--- src/rtl/qpsk_mapper.sv ---
// QPSK symbol mapper: per frame, emits an alternating 00/11 preamble, then
// Gray-maps each payload byte (MSB dibit first) into signed 12-bit I/Q.
// The output register uses a valid/ready handshake with the downstream stage.
module qpsk_mapper #(
  parameter int AMP          = 1448,
  parameter int PREAMBLE_LEN = 16
) (
  input  logic        clk,
  input  logic        rst,
  input  logic [7:0]  i_data,
  input  logic        i_valid,
  input  logic        i_last,
  output logic        o_ready,
  output logic [11:0] o_I,
  output logic [11:0] o_Q,
  output logic        o_valid,
  input  logic        i_out_ready,
  output logic        o_busy
);

  localparam int unsigned SAMP_W = 12;
  localparam int unsigned CNT_W  = 8;

  localparam logic [SAMP_W-1:0] POS      = SAMP_W'(AMP);
  localparam logic [SAMP_W-1:0] NEG      = SAMP_W'(-AMP);
  localparam logic [CNT_W-1:0]  PRE_LAST = CNT_W'(PREAMBLE_LEN - 1);

  typedef enum logic [1:0] {IDLE, PREAMBLE, DATA} state_t;

  state_t            state, state_nxt;
  logic [CNT_W-1:0]  pre_cnt, pre_cnt_nxt;
  logic [7:0]        byte_reg, byte_nxt;
  logic              byte_full, full_nxt;
  logic [1:0]        idx, idx_nxt;
  logic              last_reg, last_nxt;
  logic              valid_nxt;
  logic [SAMP_W-1:0] i_nxt, q_nxt;
  logic              ready_c;
  logic              advance;
  logic              sym_avail;
  logic [1:0]        sym_dibit;
  logic [1:0]        cur_dibit;

  // Output register may take a new symbol when it is empty or being drained
  assign advance = !o_valid || i_out_ready;
  assign o_ready = ready_c;

  // Dibit of the held byte selected by the index, MSB pair first
  always_comb begin
    cur_dibit = byte_reg[7:6];
    case (idx)
      2'd0: cur_dibit = byte_reg[7:6];
      2'd1: cur_dibit = byte_reg[5:4];
      2'd2: cur_dibit = byte_reg[3:2];
      2'd3: cur_dibit = byte_reg[1:0];
      default: cur_dibit = byte_reg[7:6];
    endcase
  end

  // Next-state, byte/preamble bookkeeping and output-register load
  always_comb begin
    state_nxt   = state;
    pre_cnt_nxt = pre_cnt;
    byte_nxt    = byte_reg;
    full_nxt    = byte_full;
    idx_nxt     = idx;
    last_nxt    = last_reg;
    valid_nxt   = o_valid;
    i_nxt       = o_I;
    q_nxt       = o_Q;
    ready_c     = 1'b0;
    sym_avail   = 1'b0;
    sym_dibit   = 2'b00;

    case (state)
      IDLE: begin
        if (i_valid) state_nxt = PREAMBLE;
      end

      PREAMBLE: begin
        sym_avail = 1'b1;
        sym_dibit = pre_cnt[0] ? 2'b11 : 2'b00;
        if (advance) begin
          if (pre_cnt == PRE_LAST) begin
            pre_cnt_nxt = '0;
            state_nxt   = DATA;
          end else begin
            pre_cnt_nxt = pre_cnt + CNT_W'(1);
          end
        end
      end

      DATA: begin
        if (byte_full) begin
          sym_avail = 1'b1;
          sym_dibit = cur_dibit;
          if (advance) begin
            idx_nxt = idx + 2'd1;
            if (idx == 2'd3) begin
              if (last_reg) begin
                full_nxt  = 1'b0;
                state_nxt = IDLE;
              end else begin
                // Refill in the same cycle so byte boundaries add no bubble
                ready_c = 1'b1;
                if (i_valid) begin
                  byte_nxt = i_data;
                  last_nxt = i_last;
                  full_nxt = 1'b1;
                end else begin
                  full_nxt = 1'b0;
                end
              end
            end
          end
        end else begin
          ready_c = 1'b1;
          if (i_valid) begin
            byte_nxt = i_data;
            last_nxt = i_last;
            full_nxt = 1'b1;
            // First dibit goes straight to the output when it has room
            if (advance) begin
              sym_avail = 1'b1;
              sym_dibit = i_data[7:6];
              idx_nxt   = 2'd1;
            end else begin
              idx_nxt   = 2'd0;
            end
          end
        end
      end

      default: state_nxt = IDLE;
    endcase

    if (advance) begin
      valid_nxt = sym_avail;
      if (sym_avail) begin
        i_nxt = sym_dibit[1] ? NEG : POS;
        q_nxt = sym_dibit[0] ? NEG : POS;
      end
    end
  end

  // State and datapath registers with synchronous reset
  always_ff @(posedge clk) begin
    if (rst) begin
      state     <= IDLE;
      pre_cnt   <= '0;
      byte_reg  <= '0;
      byte_full <= 1'b0;
      idx       <= '0;
      last_reg  <= 1'b0;
      o_valid   <= 1'b0;
      o_I       <= '0;
      o_Q       <= '0;
      o_busy    <= 1'b0;
    end else begin
      state     <= state_nxt;
      pre_cnt   <= pre_cnt_nxt;
      byte_reg  <= byte_nxt;
      byte_full <= full_nxt;
      idx       <= idx_nxt;
      last_reg  <= last_nxt;
      o_valid   <= valid_nxt;
      o_I       <= i_nxt;
      o_Q       <= q_nxt;
      o_busy    <= (state_nxt != IDLE);
    end
  end

endmodule

--- config.mk ---
export PLATFORM = sky130hd
export DESIGN_NAME = qpsk_mapper
export DESIGN_NICKNAME = d
export VERILOG_FILES = /design/src/rtl/qpsk_mapper.sv
export SDC_FILE = /design/constraint.sdc
export NUM_CORES = 1
export LEC_CHECK = 0
export CAP_MARGIN = 20
export CELL_PAD_IN_SITES_DETAIL_PLACEMENT = 1
export CELL_PAD_IN_SITES_GLOBAL_PLACEMENT = 1
export CORE_AREA = 2 2 71 73
export CTS_BUF_LIST = sky130_fd_sc_hd__clkbuf_8
export CTS_CLUSTER_DIAMETER = 80
export DETAILED_ROUTE_END_ITERATION = 8
export DIE_AREA = 0 0 73 75
export GPL_TIMING_DRIVEN = 0
export HOLD_SLACK_MARGIN = 0.08
export PLACE_DENSITY_LB_ADDON = 0.1
export SLEW_MARGIN = 10
export SYNTH_ARGS = -nofsm -noshare
export SYNTH_HDL_FRONTEND = slang
export SYNTH_SLANG_ARGS = --single-unit
--- constraint.sdc ---
create_clock -name clk -period 1.8 [get_ports clk]
set_input_delay 0.18 -clock clk [delete_from_list [all_inputs] [get_ports clk]]
set_output_delay 0.18 -clock clk [all_outputs]
set_load 0.03 [all_outputs]
==> metrics.yaml, run 1 <==
setup_path:
  crit_buf_inv: 3
  cp-startpoint: "state[0]"
  cpMostUsedCell: "inv_1"
  cp_top_family: "buffers and inverters"
  worst_path_largest_cell_delay_ns: 0.38
  cp.required_ns: 1.96
  cp-start-kind: "register"
  timing.rr.start: "state[0]"
  crit_path_cell_trace: "inv_1 -> ha_1 -> clkbuf_4 -> inv_1 -> o21ai_0 -> o311a_1 -> or3_1"
  end_kind: "register"
  cpMaxStageDelayCell: "or3_1"
  worstSetupPathType: "register to register"
  cp_max_fo: 10
  cp.arrival_ns: 1.83
floorplanning:
  fp.dieArea_mm2: 0.00548
  io_pins: 40
  dieHeight_um: 75
  die_x_um: 73
  core_mm2: 0.00466
  start_util_pct: 37.1
  placementRows: 25
power:
  total_power_mw: 1.71
  power_leakage_nw: 0.888
  p_per_area_mw_per_mm2: 749
  ir_drop_uv: 406
place:
  gp_congestion: 0.803
  port_buffers: 32
  place_inst: 289
  dp_hpwl_um: 3110
  postPlaceCellArea_mm2: 0.00213
final_layout:
  fillers: 560
  nets: 268
  final_cells: 300
  final_area_mm2: 0.00228
  drive_gt1_share_pct: 18.7
  n_antenna_cell: 0
  syn_to_final_growth_pct: 31.9
global_route:
  antenna_found_initial: 0
  track_usage_pct: 16.3
  grt_max_degree: 11
  grt_pass1_wl_um: 6870
  grt_pass1_vias: 1475
  grt_overflow: 0
timing:
  clock_skew_ns: 0.00435
  maxSlewViolCount: 0
  hold_violations: 0
  layout_min_cycle_time_ns: 1.68
  fmax_mhz: 595
  tightest_slew_ns: 0.531
  rsz0062_at_grt: "false"
  whs_ns: 0.324
  setup_viol: 0
  slew_headroom_pct: 64.6
  fin_crit_sh_pct: 93.3
logic_synthesis:
  synth_area_mm2: 0.00173
  synth_cell_types: 40
  async_flop_share_pct: 0
  ys_seq_area_share_pct: 33.6
  synth_seq_cells: 29
  yosysWarnings: 0
  avgSynthCellArea_um2: 8.73
  synth_cells: 198
  ys.flop_type: "dfxtp_1"
  synth_edf_count: 0
clock_tree:
  ctsRootBufferMaster: "clkbuf_8"
  clk_pin_slew_worst_paths_ns: 0.06
  cts.sinks: 29
  cts_buffers: 5
  tritoncts: "yes"
  htreeDepth: 2
  hold_buffers: 0
  cts_max_path_buffers: 2
  clk_latency_ns: 0.28
min_path:
  hp-start: "i_valid"
  hp-class: "input pin to register"
detailed_routing:
  post_drt_wl_per_cell_um: 13.8
  final_antenna_net_count: 0
  drc: 0
  drtIter0Drc: 32
  first_pass_iters: 4
  vias_per_cell: 4.97
  num_vias: 1492
  wirelength_um: 4130
job:
  drv_cap: 0
outcome:
  status: "finished, final reports clean"
==> layer usage <==
layer / GRT usage (%) / up-vias / part of all wire (%)
met2: 26.7 / 36 / 46
met4: 5.56 / 0 / 0.87
met1: 20.7 / 691 / 48
met5: 0 / - / 0
met3: 4.42 / 4 / 5.0
li1: - / 761 / -
==> power breakdown <==
part           total (mW)  internal (mW)  switching, mW
Combinational       0.474          0.222          0.252
Sequential          0.704          0.673         0.0308
Clock               0.530          0.297          0.233
==> worst min-delay path, stage by stage <==
cell     delay, ns
buf_2         0.20
a22oi_1       0.12
nor2_1        0.07
==> cell families after synthesis <==
family / after synthesis / share of synthesized area, %
mux: 9 / 5.21
buf+inv: 38 / 12.8
flops: 29 / 33.6
simple gates: 61 / 20.6
fa+ha+maj: 9 / 6.52
other cells: 1 / 0.217
compound gates: 45 / 18.0
xor+xnor: 6 / 3.04
==> path summary, 6_finish.rpt <==
kind                                   to  slack [ns]  depth (start not counted)
worst max-delay path               o_busy        0.12                          7
worst min register to register     o_Q[3]        0.46                          2
worst min-delay path            byte_full        0.32                          3
worst max register to register     o_busy        0.12                          7
==> per-stage QoR <==
stage | utilization [%] | worst slack (ns) | setup TNS (ns)
floorplan | - | 0.272 | 0
global placement | 45.8 | -0.163 | -0.212
detailed placement | 45.8 | -0.161 | -0.230
CTS | 47.6 | 0.00152 | 0
global route | 48.9 | 0.00273 | 0
finish | 48.9 | 0.120 | 0
==> synthesized netlist by cell type (6+ instances only) <==
library cell | number | area [µm²]
a21oi_1 | 13 | 65.1
xor2_1 | 6 | 52.6
buf_2 | 6 | 30.0
buf_4 | 19 | 143
nand2_1 | 8 | 30.0
dfxtp_1 | 29 | 581
inv_1 | 10 | 37.5
nand3_1 | 6 | 30.0
mux2i_1 | 9 | 90.1
ha_1 | 9 | 113
nor2_1 | 10 | 37.5
nand2b_1 | 18 | 113
o21ai_0 | 9 | 45.0
==> timing repair <==
action	in CTS	in global routing
setup endpoints to repair	1	14
gates resized for setup	6	10
pin swaps	0	1
setup buffers	0	4
==> layout by cell type, fill, tap and decap left out, types with 4 or more instances in the layout <==
cell type and n:
inv_1 11, conb_1 6, nand2b_1 18, o21ai_0 7, buf_4 24, ha_1 8
dfxtp_1 27, clkdlybuf4s50_1 31, clkbuf_8 6, a21oi_1 13, nor2_1 10, mux2i_1 9
nand4_1 4, nand3_1 6, xor2_1 6, nand2_1 8, buf_2 5, a211o_1 4
==> layout make-up <==
cell class	count	area, µm²	area share [%]
flip-flops and latches	29	583	25.6
well taps	54	67.6	2.96
clock buffers	6	82.6	3.62
clock inverters	1	3.75	0.165
inverters	10	37.5	1.65
plain buffers	28	186	8.18
repair buffers	36	348	15.3
multi-input cells	136	971	42.6
(Power assumes the default switching activity.)
==> run 2, diff against run 1 <==
GPL_TIMING_DRIVEN = 1   (was 0)
==> metrics.yaml, run 2 (same netlist as run 1, synthesis figures left out) <==
clock_tree:
  hold_buffers: 0  # unchanged
  cts_max_path_buffers: 2  # unchanged
  htreeDepth: 2  # unchanged
  cts.sinks: 29  # unchanged
  cts_buffers: 5  # unchanged
  clk_latency_ns: 0.28  # about the same
  clk_pin_slew_worst_paths_ns: 0.06  # about the same
  tritoncts: "yes"  # unchanged
  ctsRootBufferMaster: "clkbuf_8"  # unchanged
  cts_setup_buffers: 0  # unchanged
floorplanning:
  core_mm2: 0.00466  # unchanged
  io_pins: 40  # unchanged
  start_util_pct: 37.1  # unchanged
  placementRows: 25  # unchanged
  die_x_um: 73  # unchanged
  dieHeight_um: 75  # unchanged
  fp.dieArea_mm2: 0.00548  # unchanged
detailed_routing:
  num_vias: 1476  # was 1492
  first_pass_iters: 4  # unchanged
  drc: 0  # unchanged
  vias_per_cell: 5.29  # was 4.97
  final_antenna_net_count: 0  # unchanged
  drtIter0Drc: 49  # was 32
  post_drt_wl_per_cell_um: 14.5  # was 13.8 µm
  wirelength_um: 4050  # was 4130 µm
setup_path:
  crit_path_cell_trace: "inv_1 -> ha_2 -> inv_1 -> a21oi_1 -> buf_4"  # was inv_1 -> ha_1 -> clkbuf_4 -> inv_1 -> o21ai_0 -> o311a_1 -> or3_1
  cp-start-kind: "register"  # unchanged
  reg2regPathDepth: 5  # was 7
  cp.required_ns: 1.62  # was 1.96 ns
  cpMaxStageDelayCell: "dfxtp_2"  # was or3_1
  cp_max_fo: 10  # unchanged
  worstSetupPathType: "register to primary output"  # was register to register
  worst_path_largest_cell_delay_ns: 0.34  # was 0.38 ns
  cpMostUsedCell: "inv_1"  # unchanged
  cp.arrival_ns: 1.49  # was 1.83 ns
  end_kind: "primary output"  # was register
final_layout:
  syn_to_final_growth_pct: 24.7  # was 31.9%
  fillers: 551  # was 560
  mostFrequentLayoutCells: "clkdlybuf4s50_1, dfxtp_1, nand2b_1"  # was clkdlybuf4s50_1, dfxtp_1, buf_4
  nets: 246  # was 268
  n_antenna_cell: 0  # unchanged
  final_cells: 279  # was 300
  drive_gt1_share_pct: 12.4  # was 18.7%
  final_common_cell: "clkdlybuf4s50_1"  # unchanged
timing:
  layout_min_cycle_time_ns: 1.67  # was 1.68 ns
  setup_viol: 0  # unchanged
  hold_violations: 0  # unchanged
  fmax_mhz: 600  # was 595 MHz
  fin_crit_sh_pct: 92.6  # was 93.3%
  whs_ns: 0.474  # was 0.324 ns
  maxSlewViolCount: 0  # unchanged
  rsz0062_at_grt: "false"  # unchanged
  clock_skew_ns: 0.00491  # was 0.00435 ns
power:
  ir_drop_uv: 328  # was 406 µV
  power_leakage_nw: 0.796  # was 0.888 nW
  p_per_area_mw_per_mm2: 794  # was 749 mW/mm²
place:
  port_buffers: 33  # was 32
  dp_hpwl_um: 3110  # about the same
  place_inst: 271  # was 289
  gp_congestion: 0.859  # was 0.803
global_route:
  grt_pass1_vias: 1523  # was 1475
  grt_max_degree: 22  # was 11
  track_usage_pct: 16.2  # was 16.3%
  grt_pass1_wl_um: 6930  # was 6870 µm
  antenna_found_initial: 0  # unchanged
  grt_overflow: 0  # unchanged
job:
  drv_cap: 0  # unchanged
min_path:
  hold_path_depth: 2  # was 3
  hp-class: "register to register"  # was input pin to register
outcome:
  status: "finished, final reports clean"  # unchanged
run 2: final timing paths:
check	slack [ns]	to	start
max	0.13	o_ready	state[0]
min reg2reg	0.47	byte_reg[6]	byte_reg[6]
min	0.47	byte_reg[6]	byte_reg[6]
max reg2reg	0.19	o_Q[9]	state[0]
run 2: final cells by class:
cell class                      instances  area [µm²]  share of cell area [%]
Sequential cell                        29         584                    27.1
Clock buffer                            7        96.3                    4.47
Clock inverter                          1        5.00                   0.232
Inverter                               10        37.5                    1.74
Tap cell                               54        67.6                    3.14
Multi-Input combinational cell        136         956                    44.4
Timing Repair Buffer                   42         408                    18.9
run 2: repair_timing:
item	CTS	global route
endpoints found under the hold margin	0	0
resized for setup	2	3
setup endpoints to repair	2	4
run 2: metal layers:
layer | global-route usage [%] | up-vias | wire length (µm)
met3 | 3.21 | 9 | 172
met2 | 28.4 | 39 | 1940
met1 | 19.4 | 707 | 1860
met5 | 0 | - | 0
li1 | - | 721 | -
met4 | 6.79 | 0 | 71
run 2: report_power, final:
group,leakage (nW),switching (mW),internal (mW)
Combinational,0.506,0.239,0.172
Clock,0.0542,0.253,0.345
Sequential,0.236,0.0294,0.673
Total,0.796,0.521,1.19
run 2: per-stage QoR:
step	TNS (ns)	setup slack (ns)	utilization [%]	total power [mW]	instance area, µm²
floorplan	0	0.272	-	1.01	1750
global placement	0	0.0645	43.7	1.11	2040
detailed placement	-0.0154	-0.0154	43.7	1.12	2040
CTS	0	0.0771	46.1	1.72	2150
global route	0	0.0263	46.2	1.80	2150
finish	0	0.132	46.2	1.71	2150
run 2: worst max-delay path, delay by kind of cell, from the launching register on:
family                     cells  cell delay (ns)
buffers and inverters          3             0.41
DFF                            1             0.34
adders and majority gates      1             0.30
AOI/OAI and AO/OA              1             0.16
==> run 3, diff against run 2 <==
CORE_AREA = 2 2 68 70   (was 2 2 71 73)
DIE_AREA = 0 0 70 72   (was 0 0 73 75)
clock period = 2.2 ns   (was 1.8 ns; I/O delays follow)
==> metrics.yaml, run 3 (same netlist as run 1, synthesis figures left out) <==
clock_tree:
  tritoncts: "yes"  # unchanged
  cts.sinks: 29  # unchanged
  htreeDepth: 2  # unchanged
  hold_buffers: 0  # unchanged
  clk_pin_slew_worst_paths_ns: 0.06  # about the same
  cts_max_path_buffers: 2  # unchanged
  cts_buffers: 5  # unchanged
  cts_setup_buffers: 0  # unchanged
  cts.repair.resized: 0  # was 2
  ctsRootBufferMaster: "clkbuf_8"  # unchanged
  clk_latency_ns: 0.27  # was 0.28 ns
final_layout:
  final_area_mm2: 0.00206  # was 0.00215 mm²
  n_antenna_cell: 0  # unchanged
  postLayoutCoreUtil_pct: 48.4  # was 46.2%
  mostFrequentLayoutCells: "clkdlybuf4s50_1, dfxtp_1, nand2b_1"  # unchanged
  syn_to_final_growth_pct: 19.5  # was 24.7%
  drive_gt1_share_pct: 7.34  # was 12.4%
  final_common_cell: "clkdlybuf4s50_1"  # unchanged
  fillers: 512  # was 551
  nets: 240  # was 246
power:
  p_sw_mw: 0.408  # was 0.521 mW
  p_per_area_mw_per_mm2: 646  # was 794 mW/mm²
  clkPwrFrac_pct: 32.6  # was 34.9%
  p_int_mw: 0.925  # was 1.19 mW
  sw_frac_of_total_pct: 30.6  # was 30.5%
  ir_drop_uv: 429  # was 328 µV
  power_leakage_nw: 0.757  # was 0.796 nW
  combPwrFrac_pct: 24.2  # was 24.0%
  power_frac_seq_pct: 43.1  # was 41.0%
global_route:
  grt_overflow: 0  # unchanged
  grt_pass1_vias: 1440  # was 1523
  antenna_found_initial: 0  # unchanged
  grt_max_degree: 32  # was 22
  track_usage_pct: 17.0  # was 16.2%
  grt_pass1_wl_um: 6840  # was 6930 µm
timing:
  setup_tns_ns: 0  # unchanged
  hold_violations: 0  # unchanged
  fin_crit_sh_pct: 83.3
  setup_viol: 0  # unchanged
  layout_min_cycle_time_ns: 1.83
  fmax_mhz: 546
  clock_skew_ns: 0.00347  # was 0.00491 ns
  rsz0062_at_grt: "false"  # unchanged
  tightest_slew_ns: 0.600
  slew_headroom_pct: 59.9
  maxSlewViolCount: 0  # unchanged
outcome:
  status: "finished, final reports clean"  # unchanged
setup_path:
  cp_max_fo: 10  # unchanged
  worstSetupPathType: "register to primary output"  # unchanged
  reg2regPathDepth: 6  # was 5
  cp.required_ns: 1.98  # was 1.62 ns
  cp.arrival_ns: 1.61  # was 1.49 ns
  end_kind: "primary output"  # unchanged
  cp-start-kind: "register"  # unchanged
job:
  drv_cap: 0  # unchanged
floorplanning:
  start_util_pct: 40.5  # was 37.1%
  fp.dieArea_mm2: 0.00504  # was 0.00548 mm²
  die_x_um: 70  # was 73 µm
  core_mm2: 0.00426  # was 0.00466 mm²
  placementRows: 24  # was 25
  io_pins: 40  # unchanged
  dieHeight_um: 72  # was 75 µm
detailed_routing:
  drc: 0  # unchanged
  wirelength_um: 4090  # was 4050 µm
  vias_per_cell: 5.23  # was 5.29
  post_drt_wl_per_cell_um: 15.1  # was 14.5 µm
  drtIter0Drc: 75  # was 49
  final_antenna_net_count: 0  # unchanged
  first_pass_iters: 4  # unchanged
  num_vias: 1413  # was 1476
place:
  dp_hpwl_um: 3030  # was 3110 µm
  gp_congestion: 0.819  # was 0.859
  port_buffers: 33  # unchanged
  postPlaceCellArea_mm2: 0.00198  # was 0.00204 mm²
min_path:
  hold_path_depth: 2  # unchanged
  hp-class: "register to register"  # unchanged
## run 3: final cells by class
class                      instances  area [µm²]  share of cell area [%]
sequential                        29         581                    28.1
inverter                          10        37.5                    1.82
clock buffer                       6        82.6                    4.00
multi-input combinational        136         945                    45.8
clock inverter                     1        3.75                   0.182
timing repair buffer              36         350                    17.0
tap                               52        65.1                    3.15
## run 3: worst paths after layout
kind / start / endpoint / slack [ns]
worst min-delay path: o_Q[3] / o_Q[3] / 0.47
worst min register to register: o_Q[3] / o_Q[3] / 0.47
worst max-delay path: state[0] / o_ready / 0.37
worst max register to register: state[0] / o_I[9] / 0.37
## run 3: worst max-delay path, stage by stage, from the launching register on
cell and delay, ns:
dfxtp_1 0.35, inv_1 0.12, ha_1 0.38, inv_1 0.17
a21oi_1 0.14, buf_4 0.17
## run 3: power groups by stage
| stage | Combinational [mW] | Clock, mW | Sequential, mW |
|---|---|---|---|
| global placement | 0.318 | 0 | 0.585 |
| global route | 0.346 | 0.476 | 0.579 |
| CTS | 0.326 | 0.450 | 0.575 |
| detailed placement | 0.325 | 0 | 0.586 |
| finish | 0.323 | 0.435 | 0.575 |
| floorplan | 0.212 | 0 | 0.612 |
## run 3: per-stage QoR
stage / hold WS [ns] / cells / power (mW) / worst slack, ns
CTS: 0.465 / 270 / 1.35 / 0.346
detailed placement: 0.456 / 263 / 0.911 / 0.300
floorplan: 0.375 / 203 / 0.824 / 0.672
finish: 0.469 / 270 / 1.33 / 0.368
global route: 0.503 / 270 / 1.40 / 0.113
global placement: 0.459 / 263 / 0.903 / 0.387
## run 3: per-layer routing
layer / routed length [µm] / track usage [%] / vias up
li1: - / - / 705
met1: 1840 / 20.8 / 666
met2: 2010 / 29.7 / 38
met3: 206 / 4.44 / 4
met4: 36 / 4.49 / 0
met5: 0 / 0 / -
